<file path="config.mk">
export PLATFORM = sky130hd
export DESIGN_NAME = rom_read_arbiter_flat
export DESIGN_NICKNAME = d
export VERILOG_FILES = /design/src/rtl/rom_read_arbiter_if.sv /design/src/rtl/rom_read_arbiter.sv /design/src/flat_wrapper.sv
export SDC_FILE = /design/constraint.sdc
export NUM_CORES = 1
export LEC_CHECK = 0
export BUFFER_PORTS_ARGS = -buffer_cell sky130_fd_sc_hd__clkbuf_2
export CAP_MARGIN = 10
export CORE_ASPECT_RATIO = 0.6
export CORE_MARGIN = 3
export CORE_UTILIZATION = 54
export CTS_BUF_LIST = sky130_fd_sc_hd__clkbuf_4 sky130_fd_sc_hd__clkbuf_8
export DETAILED_ROUTE_END_ITERATION = 7
export PLACE_DENSITY_LB_ADDON = 0.08
export SLEW_MARGIN = 15
export SYNTH_ARGS = -nofsm -noshare
export SYNTH_HDL_FRONTEND = slang
export SYNTH_SLANG_ARGS = --single-unit
</file>
<file path="constraint.sdc">
create_clock -name clk -period 2.7 [get_ports clk]
set_input_delay 0.54 -clock clk [delete_from_list [all_inputs] [get_ports clk]]
set_output_delay 0.54 -clock clk [all_outputs]
set_load 0.02 [all_outputs]
</file>
<file path="src/rtl/rom_read_arbiter_if.sv">
// rtl/rom_read_arbiter_if.sv - requester/ROM bus bundle for rom_read_arbiter
//   master: requesters and ROM side (drives req/addr/len and rom_data)
//   slave : the arbiter (drives gnt, rvalid, rdata, rlast, busy, rom_addr)
interface rom_read_arbiter_if #(
    parameter int ADDR_WIDTH = 12,
    parameter int DATA_WIDTH = 8,
    parameter int LEN_WIDTH  = 4
);
    logic                  req_0;
    logic                  req_1;
    logic [ADDR_WIDTH-1:0] addr_0;
    logic [ADDR_WIDTH-1:0] addr_1;
    logic [LEN_WIDTH-1:0]  len_0;
    logic [LEN_WIDTH-1:0]  len_1;
    logic                  gnt_0;
    logic                  gnt_1;
    logic                  rvalid_0;
    logic                  rvalid_1;
    logic [DATA_WIDTH-1:0] rdata;
    logic                  rlast;
    logic                  busy;
    logic [ADDR_WIDTH-1:0] rom_addr;
    logic [DATA_WIDTH-1:0] rom_data;

    modport master (
        output req_0, req_1, addr_0, addr_1, len_0, len_1, rom_data,
        input  gnt_0, gnt_1, rvalid_0, rvalid_1, rdata, rlast, busy, rom_addr
    );

    modport slave (
        input  req_0, req_1, addr_0, addr_1, len_0, len_1, rom_data,
        output gnt_0, gnt_1, rvalid_0, rvalid_1, rdata, rlast, busy, rom_addr
    );
endinterface

</file>
<file path="src/rtl/rom_read_arbiter.sv">
// rtl/rom_read_arbiter.sv - round-robin two-requester burst reader for a combinational ROM
//   clk, rst_n : clock, asynchronous active-low reset
//   bus        : req/addr/len in, gnt/rvalid/rdata/rlast/busy out, rom_addr out, rom_data in
module rom_read_arbiter #(
    parameter int ADDR_WIDTH = 12,
    parameter int DATA_WIDTH = 8,
    parameter int LEN_WIDTH  = 4
) (
    input  logic                 clk,
    input  logic                 rst_n,
    rom_read_arbiter_if.slave    bus
);
    typedef enum logic {IDLE, BURST} state_t;

    state_t                state;
    logic [ADDR_WIDTH-1:0] cur_addr;
    logic [LEN_WIDTH-1:0]  remaining;
    logic                  owner;
    logic                  prio;
    logic                  win;

    // With a single request that requester wins; with both, prio decides.
    always_comb begin
        win = bus.req_1;
        if (bus.req_0 && bus.req_1) begin
            win = prio;
        end
    end

    always_ff @(posedge clk or negedge rst_n) begin
        if (!rst_n) begin
            state        <= IDLE;
            cur_addr     <= '0;
            remaining    <= '0;
            owner        <= 1'b0;
            prio         <= 1'b0;
            bus.gnt_0    <= 1'b0;
            bus.gnt_1    <= 1'b0;
            bus.rvalid_0 <= 1'b0;
            bus.rvalid_1 <= 1'b0;
            bus.rdata    <= '0;
            bus.rlast    <= 1'b0;
        end else begin
            case (state)
                IDLE: begin
                    // The last beat's rvalid overlaps this cycle; clear it here.
                    bus.rvalid_0 <= 1'b0;
                    bus.rvalid_1 <= 1'b0;
                    bus.rlast    <= 1'b0;
                    if (bus.req_0 || bus.req_1) begin
                        bus.gnt_0 <= ~win;
                        bus.gnt_1 <= win;
                        cur_addr  <= win ? bus.addr_1 : bus.addr_0;
                        remaining <= win ? bus.len_1 : bus.len_0;
                        owner     <= win;
                        state     <= BURST;
                    end
                end
                BURST: begin
                    bus.gnt_0    <= 1'b0;
                    bus.gnt_1    <= 1'b0;
                    bus.rdata    <= bus.rom_data;
                    bus.rvalid_0 <= ~owner;
                    bus.rvalid_1 <= owner;
                    bus.rlast    <= (remaining == '0);
                    cur_addr     <= cur_addr + ADDR_WIDTH'(1);
                    if (remaining == '0) begin
                        state <= IDLE;
                        prio  <= ~owner;
                    end else begin
                        remaining <= remaining - LEN_WIDTH'(1);
                    end
                end
                default: state <= IDLE;
            endcase
        end
    end

    assign bus.busy     = (state == BURST);
    assign bus.rom_addr = cur_addr;
endmodule

</file>
<file path="src/flat_wrapper.sv">
// flat-port wrapper written by rule: the top's interface ports become plain ports
module rom_read_arbiter_flat 
#(
    parameter int ADDR_WIDTH = 12,
    parameter int DATA_WIDTH = 8,
    parameter int LEN_WIDTH  = 4
)
  (clk, rst_n, bus_req_0, bus_req_1, bus_addr_0, bus_addr_1, bus_len_0, bus_len_1, bus_rom_data, bus_gnt_0, bus_gnt_1, bus_rvalid_0, bus_rvalid_1, bus_rdata, bus_rlast, bus_busy, bus_rom_addr);
  rom_read_arbiter_if #(.ADDR_WIDTH(ADDR_WIDTH), .DATA_WIDTH(DATA_WIDTH), .LEN_WIDTH(LEN_WIDTH)) bus_i ();
  input  logic clk;
  input  logic rst_n;
  input wire logic [$bits(bus_i.req_0)-1:0] bus_req_0;
  input wire logic [$bits(bus_i.req_1)-1:0] bus_req_1;
  input wire logic [$bits(bus_i.addr_0)-1:0] bus_addr_0;
  input wire logic [$bits(bus_i.addr_1)-1:0] bus_addr_1;
  input wire logic [$bits(bus_i.len_0)-1:0] bus_len_0;
  input wire logic [$bits(bus_i.len_1)-1:0] bus_len_1;
  input wire logic [$bits(bus_i.rom_data)-1:0] bus_rom_data;
  output wire logic [$bits(bus_i.gnt_0)-1:0] bus_gnt_0;
  output wire logic [$bits(bus_i.gnt_1)-1:0] bus_gnt_1;
  output wire logic [$bits(bus_i.rvalid_0)-1:0] bus_rvalid_0;
  output wire logic [$bits(bus_i.rvalid_1)-1:0] bus_rvalid_1;
  output wire logic [$bits(bus_i.rdata)-1:0] bus_rdata;
  output wire logic [$bits(bus_i.rlast)-1:0] bus_rlast;
  output wire logic [$bits(bus_i.busy)-1:0] bus_busy;
  output wire logic [$bits(bus_i.rom_addr)-1:0] bus_rom_addr;
  assign bus_i.req_0 = bus_req_0;
  assign bus_i.req_1 = bus_req_1;
  assign bus_i.addr_0 = bus_addr_0;
  assign bus_i.addr_1 = bus_addr_1;
  assign bus_i.len_0 = bus_len_0;
  assign bus_i.len_1 = bus_len_1;
  assign bus_i.rom_data = bus_rom_data;
  assign bus_gnt_0 = bus_i.gnt_0;
  assign bus_gnt_1 = bus_i.gnt_1;
  assign bus_rvalid_0 = bus_i.rvalid_0;
  assign bus_rvalid_1 = bus_i.rvalid_1;
  assign bus_rdata = bus_i.rdata;
  assign bus_rlast = bus_i.rlast;
  assign bus_busy = bus_i.busy;
  assign bus_rom_addr = bus_i.rom_addr;
  rom_read_arbiter #(.ADDR_WIDTH(ADDR_WIDTH), .DATA_WIDTH(DATA_WIDTH), .LEN_WIDTH(LEN_WIDTH)) u_core (.clk(clk), .rst_n(rst_n), .bus(bus_i));
endmodule
</file>
# ---- Word-level counts from Yosys, hierarchy flattened
# Cells that the tools add are included.
dict set report word_totals {
  register_bits 32
  output_inout_bits 26
  elab_cells 42
}
dict set report op_classes {
  add_sub_neg 2
  eq_ne 2
  muxes 18
  bitwise_logic 3
  reduce_logical 6
}
# operator count
set op_table {}
lappend op_table {{two-way mux 12 bit} 2}
lappend op_table {{case mux 12 bit (2 select lines)} 1}
lappend op_table {{adder 12 x 1 -> 12 bit, second input constant} 1}
lappend op_table {{two-way mux 4 bit} 3}
lappend op_table {{case mux 1 bit (2 select lines)} 6}
lappend op_table {{case mux 4 bit (2 select lines)} 1}
lappend op_table {{AND reduction 2 bit} 3}
lappend op_table {{two-way mux 1 bit} 5}
lappend op_table {{logical NOT 4 bit} 1}
lappend op_table {{subtractor 4 x 1 -> 4 bit, second input constant} 1}
lappend op_table {{inverter 1 bit} 3}
lappend op_table {{!= test 2 x 1 -> 1 bit, second input constant} 1}
lappend op_table {{!= test 2 bit, second input constant} 1}
lappend op_table {{logical AND 1 bit} 1}
lappend op_table {{logical OR 1 bit} 1}

# ---- Depth between registers and ports, before layout
dict set report logic_depth {
  word_depth 5
  ltp_mapped 7
  mapped_depth_nobuf 7
}

# ---- Worst setup path before layout
# No wires, ideal clock.
dict set report synth_path {
  path_kind {input to register}
  startpoint {in bus_req_1}
  endpoint {reg u_core.cur_addr[0], in the netlist u_core.bus.rom_addr[0]}
  t_arrival_ps 1322
  t_required_ps 2565
  path_slack_ps 1243
  cell_stages 5
  path_cell_list {buf_6 -> clkbuf_1 -> a32o_1 -> a211oi_1 -> a21oi_1}
}
dict set report synth_via {
  elab_chain_cells 5
}
# item line
set synth_lines {}
lappend synth_lines {{from (decl)} flat_wrapper.sv:13} ;# input wire logic [$bits(bus_i.req_1)-1:0] bus_req_1;
lappend synth_lines {{logical AND 1 bit} rom_read_arbiter.sv:25} ;# if (bus.req_0 && bus.req_1) begin
lappend synth_lines {{two-way mux 1 bit} rom_read_arbiter.sv:25}
lappend synth_lines {{two-way mux 12 bit} rom_read_arbiter.sv:53} ;# cur_addr <= win ? bus.addr_1 : bus.addr_0;
lappend synth_lines {{two-way mux 12 bit} rom_read_arbiter.sv:50} ;# if (bus.req_0 || bus.req_1) begin
lappend synth_lines {{case mux 12 bit (2 select lines)} rom_read_arbiter.sv:44} ;# case (state)
lappend synth_lines {{to (signal assigned)} rom_read_arbiter.sv:53}
lappend synth_lines {{to (signal assigned)} rom_read_arbiter.sv:66} ;# cur_addr <= cur_addr + ADDR_WIDTH'(1);
lappend synth_lines {{to (decl)} rom_read_arbiter.sv:16} ;# logic [ADDR_WIDTH-1:0] cur_addr;
# Parallel ways exist; a longest one is shown, timed or not. The select of a mux whose other input is x is not followed.
# A chain may end at the register's enable or synchronous reset.

# ---- Worst setup path in the final report
dict set report layout_path {
  startpoint {reg u_core.state, in the netlist u_core.bus.busy}
  endpoint {out bus_busy}
}
# item line
set layout_lines {}
lappend layout_lines {{from (decl)} rom_read_arbiter.sv:15} ;# state_t state;
lappend layout_lines {{from (signal assigned)} rom_read_arbiter.sv:32} ;# state <= IDLE;
lappend layout_lines {{from (signal assigned)} rom_read_arbiter.sv:56} ;# state <= BURST;
lappend layout_lines {{from (signal assigned)} rom_read_arbiter.sv:68} ;# state <= IDLE;
lappend layout_lines {{to (decl)} flat_wrapper.sv:25} ;# output wire logic [$bits(bus_i.busy)-1:0] bus_busy;
# No word-level cell between the ends.

==> metrics <==
Setup crit end kind=output port; critical path launch point=u_core.bus.busy; Gate power share=45.7%; Row Count=15; Net Sw Frac=44.0%; CP bufs+invs=1; share of cells above drive strength 1=39.9%; period utilization=72.0%; Final Max Slew Viols=0; Clock Latency Late Sink=0.28 ns; total clock sinks=32; Pwr Density=1140 mW/mm^2; status=complete, no violations; CP max-delay cell=dfrtp_1; core area=0.00298 sq mm; DRC viols=0; via count=1624; CTS Buf Count=5; max incr delay on CP=0.83 ns; initial DRC count=146; register area share after synthesis=45.8%; RSZ-0062 raised after global routing=no; setup TNS=0 ns; Worst VDD drop=0.691 mV; final wirelength=4500 microns; vias in the first global route=1521; fmax=0.514 GHz; post-synthesis cell area=0.00175 sq mm; fin cells=280; worst relative slew slack=47.4%; post_cts resized=0; CTS tree=built; Hold Vio Cnt, Final=0; area delta synth->final=25.7%; post-DR vias/cell=5.80; Yosys cell types=42; Nets=284; Post-CTS Setup Repair Bufs=0; final critical-path required period=1.95 ns; Critical Path End=bus_busy; Final Util=73.6%; hpwl dp=3340 microns; worst-case clock skew=0.00761 ns; CP Cell Sequence=clkbuf_2; CTS Buffer Depth=2; CP arrival=1.41 ns; cell count along the critical path=1; Inst Count DP=272; Final Cell Area=0.00220 sq mm; Yosys Warn Count=0; leakage=1.07 nW; Net Switching=1.10 mW; cell count after synthesis=170; die area=0.00398 sq mm; H-tree depth=2; clock share of power=15.9%; initial core utilization=58.5%; commonest cells after routing, fill and taps aside=69 x clkbuf_2, 32 x dfrtp_1, 14 x o21ai_0; Clock Pin Slew Worst Setup and Hold Paths=0.07 ns; Synth Area per Inst=10.3 sq um; Hold Path Class=in2async; dpl cell area=0.00210 sq mm; CTS Hold Bufs=0; Max-cap violations=0; Startpoint Class=flip-flop; Worst R2R Setup Slack=0.81 ns; Seq cells post-synth=32; crit-path max FO=23; Synth Flop Type=dfrtp_1; Antenna Cells=0; FF-to-FF Start=u_core.bus.busy; P_int=1.40 mW; hold slack=0.329 ns; port bufs=69; worst-margin pin slew=0.789 ns; family with the most delay on the worst path=flip-flops; Initial DRT Pass Iterations=4; drt wl/cell=16.1 microns; Data required, critical path=2.16 ns; Clock Tree Root=clkbuf_8; Seq pwr share=38.4%; GR Overflow Total=0; largest net degree at the start of global routing=33; most common cell after layout, fill and taps aside=clkbuf_2; Final WS setup=0.755 ns; total nets after synthesis=217; Final ANT Viol Nets=0; r2r endpoint=u_core.remaining[3]; R2R depth=5; RePlAce Congestion=0.827; Final setup viols=0; Async SR Flop Fraction=100%; Die Height=50.1 microns; number of primary I/O pins=70; chip width=79.4 microns; Tot GR Track Use=24.6%; Post-synth EDFFs=0; initial antenna violation count=0; DP Worst Slack=0.664 ns; Final Power=2.51 mW; Setup CP Type=reg2out; first-pass GRT wire length=7400 microns
synth_stat cells, types with 3 or more instances:
cell type  count  share of area, %
dfrtp_1       32                46
o21ai_0       14               4.0
a21oi_1        8               2.3
inv_1          8               1.7
mux2_2         8               5.2
nand2_1        7               1.5
nand3_1        7               2.0
o22ai_1        7               2.5
a211oi_1       6               2.6
and3_1         6               2.1
nor2_1         6               1.3
xnor2_1        6               3.0
mux2i_1        5               2.9
nor3_1         5               1.4
buf_2          4               1.1
clkbuf_1       4              0.86
a31o_2         3               1.5
ha_1           3               2.1
cell type report:
type | count | area [sq um]
Inverter | 8 | 30.0
Fill cell | 235 | 788
Sequential cell | 32 | 801
Timing Repair Buffer | 70 | 353
Clock buffer | 8 | 97.6
Multi-Input combinational cell | 120 | 862
Tap cell | 42 | 52.6
state kept, by name (all words and copies together) (netlist names):
| name | cells |
|---|---|
| u_core.bus.rom_addr | 12 |
| u_core.bus.rdata | 8 |
| u_core.remaining | 4 |
| u_core.bus.busy | 1 |
| u_core.bus.gnt_0 | 1 |
| u_core.bus.gnt_1 | 1 |
| u_core.bus.rlast | 1 |
| u_core.bus.rvalid_0 | 1 |
| u_core.bus.rvalid_1 | 1 |
| u_core.owner | 1 |
| u_core.prio | 1 |
how the worst min path moves through the flow:
stage,startpoint,slack (ns),end
final,rst_n,0.33,u_core.bus.rom_addr[8]
after detailed placement,u_core.owner,0.49,u_core.bus.rvalid_0
after global routing,rst_n,0.39,u_core.bus.rom_addr[4]
after CTS,rst_n,0.36,u_core.bus.rom_addr[8]
after global placement,u_core.bus.rdata[5],0.49,u_core.bus.rdata[5]
after floorplan,rst_n,0.24,u_core.bus.busy
power groups by stage:
stage | combinational, mW | sequential [mW] | clock, mW
floorplan | 0.649 | 1.09 | 0
global placement | 1.11 | 0.949 | 0
detailed placement | 1.14 | 0.963 | 0
CTS | 1.15 | 0.957 | 0.401
global route | 1.26 | 0.999 | 0.429
finish | 1.15 | 0.961 | 0.398
cells by family after synthesis:
| logic type | synth area share [%] |
|---|---|
| AOI/OAI and AO/OA | 21.5 |
| xor gates and xnor gates | 3.01 |
| adders and majority gates | 2.15 |
| buffers and inverters | 4.80 |
| DFF | 45.8 |
| muxes | 8.02 |
| and+or+nand+nor | 14.7 |
layer usage:
metal	up-vias	part of all wire [%]	track usage (%)
li1	770	-	-
met1	769	46	35.7
met2	74	45	36.4
met3	11	7.3	5.47
met4	0	1.4	7.71
met5	-	0	0
Power figures use the tool's default switching activity.
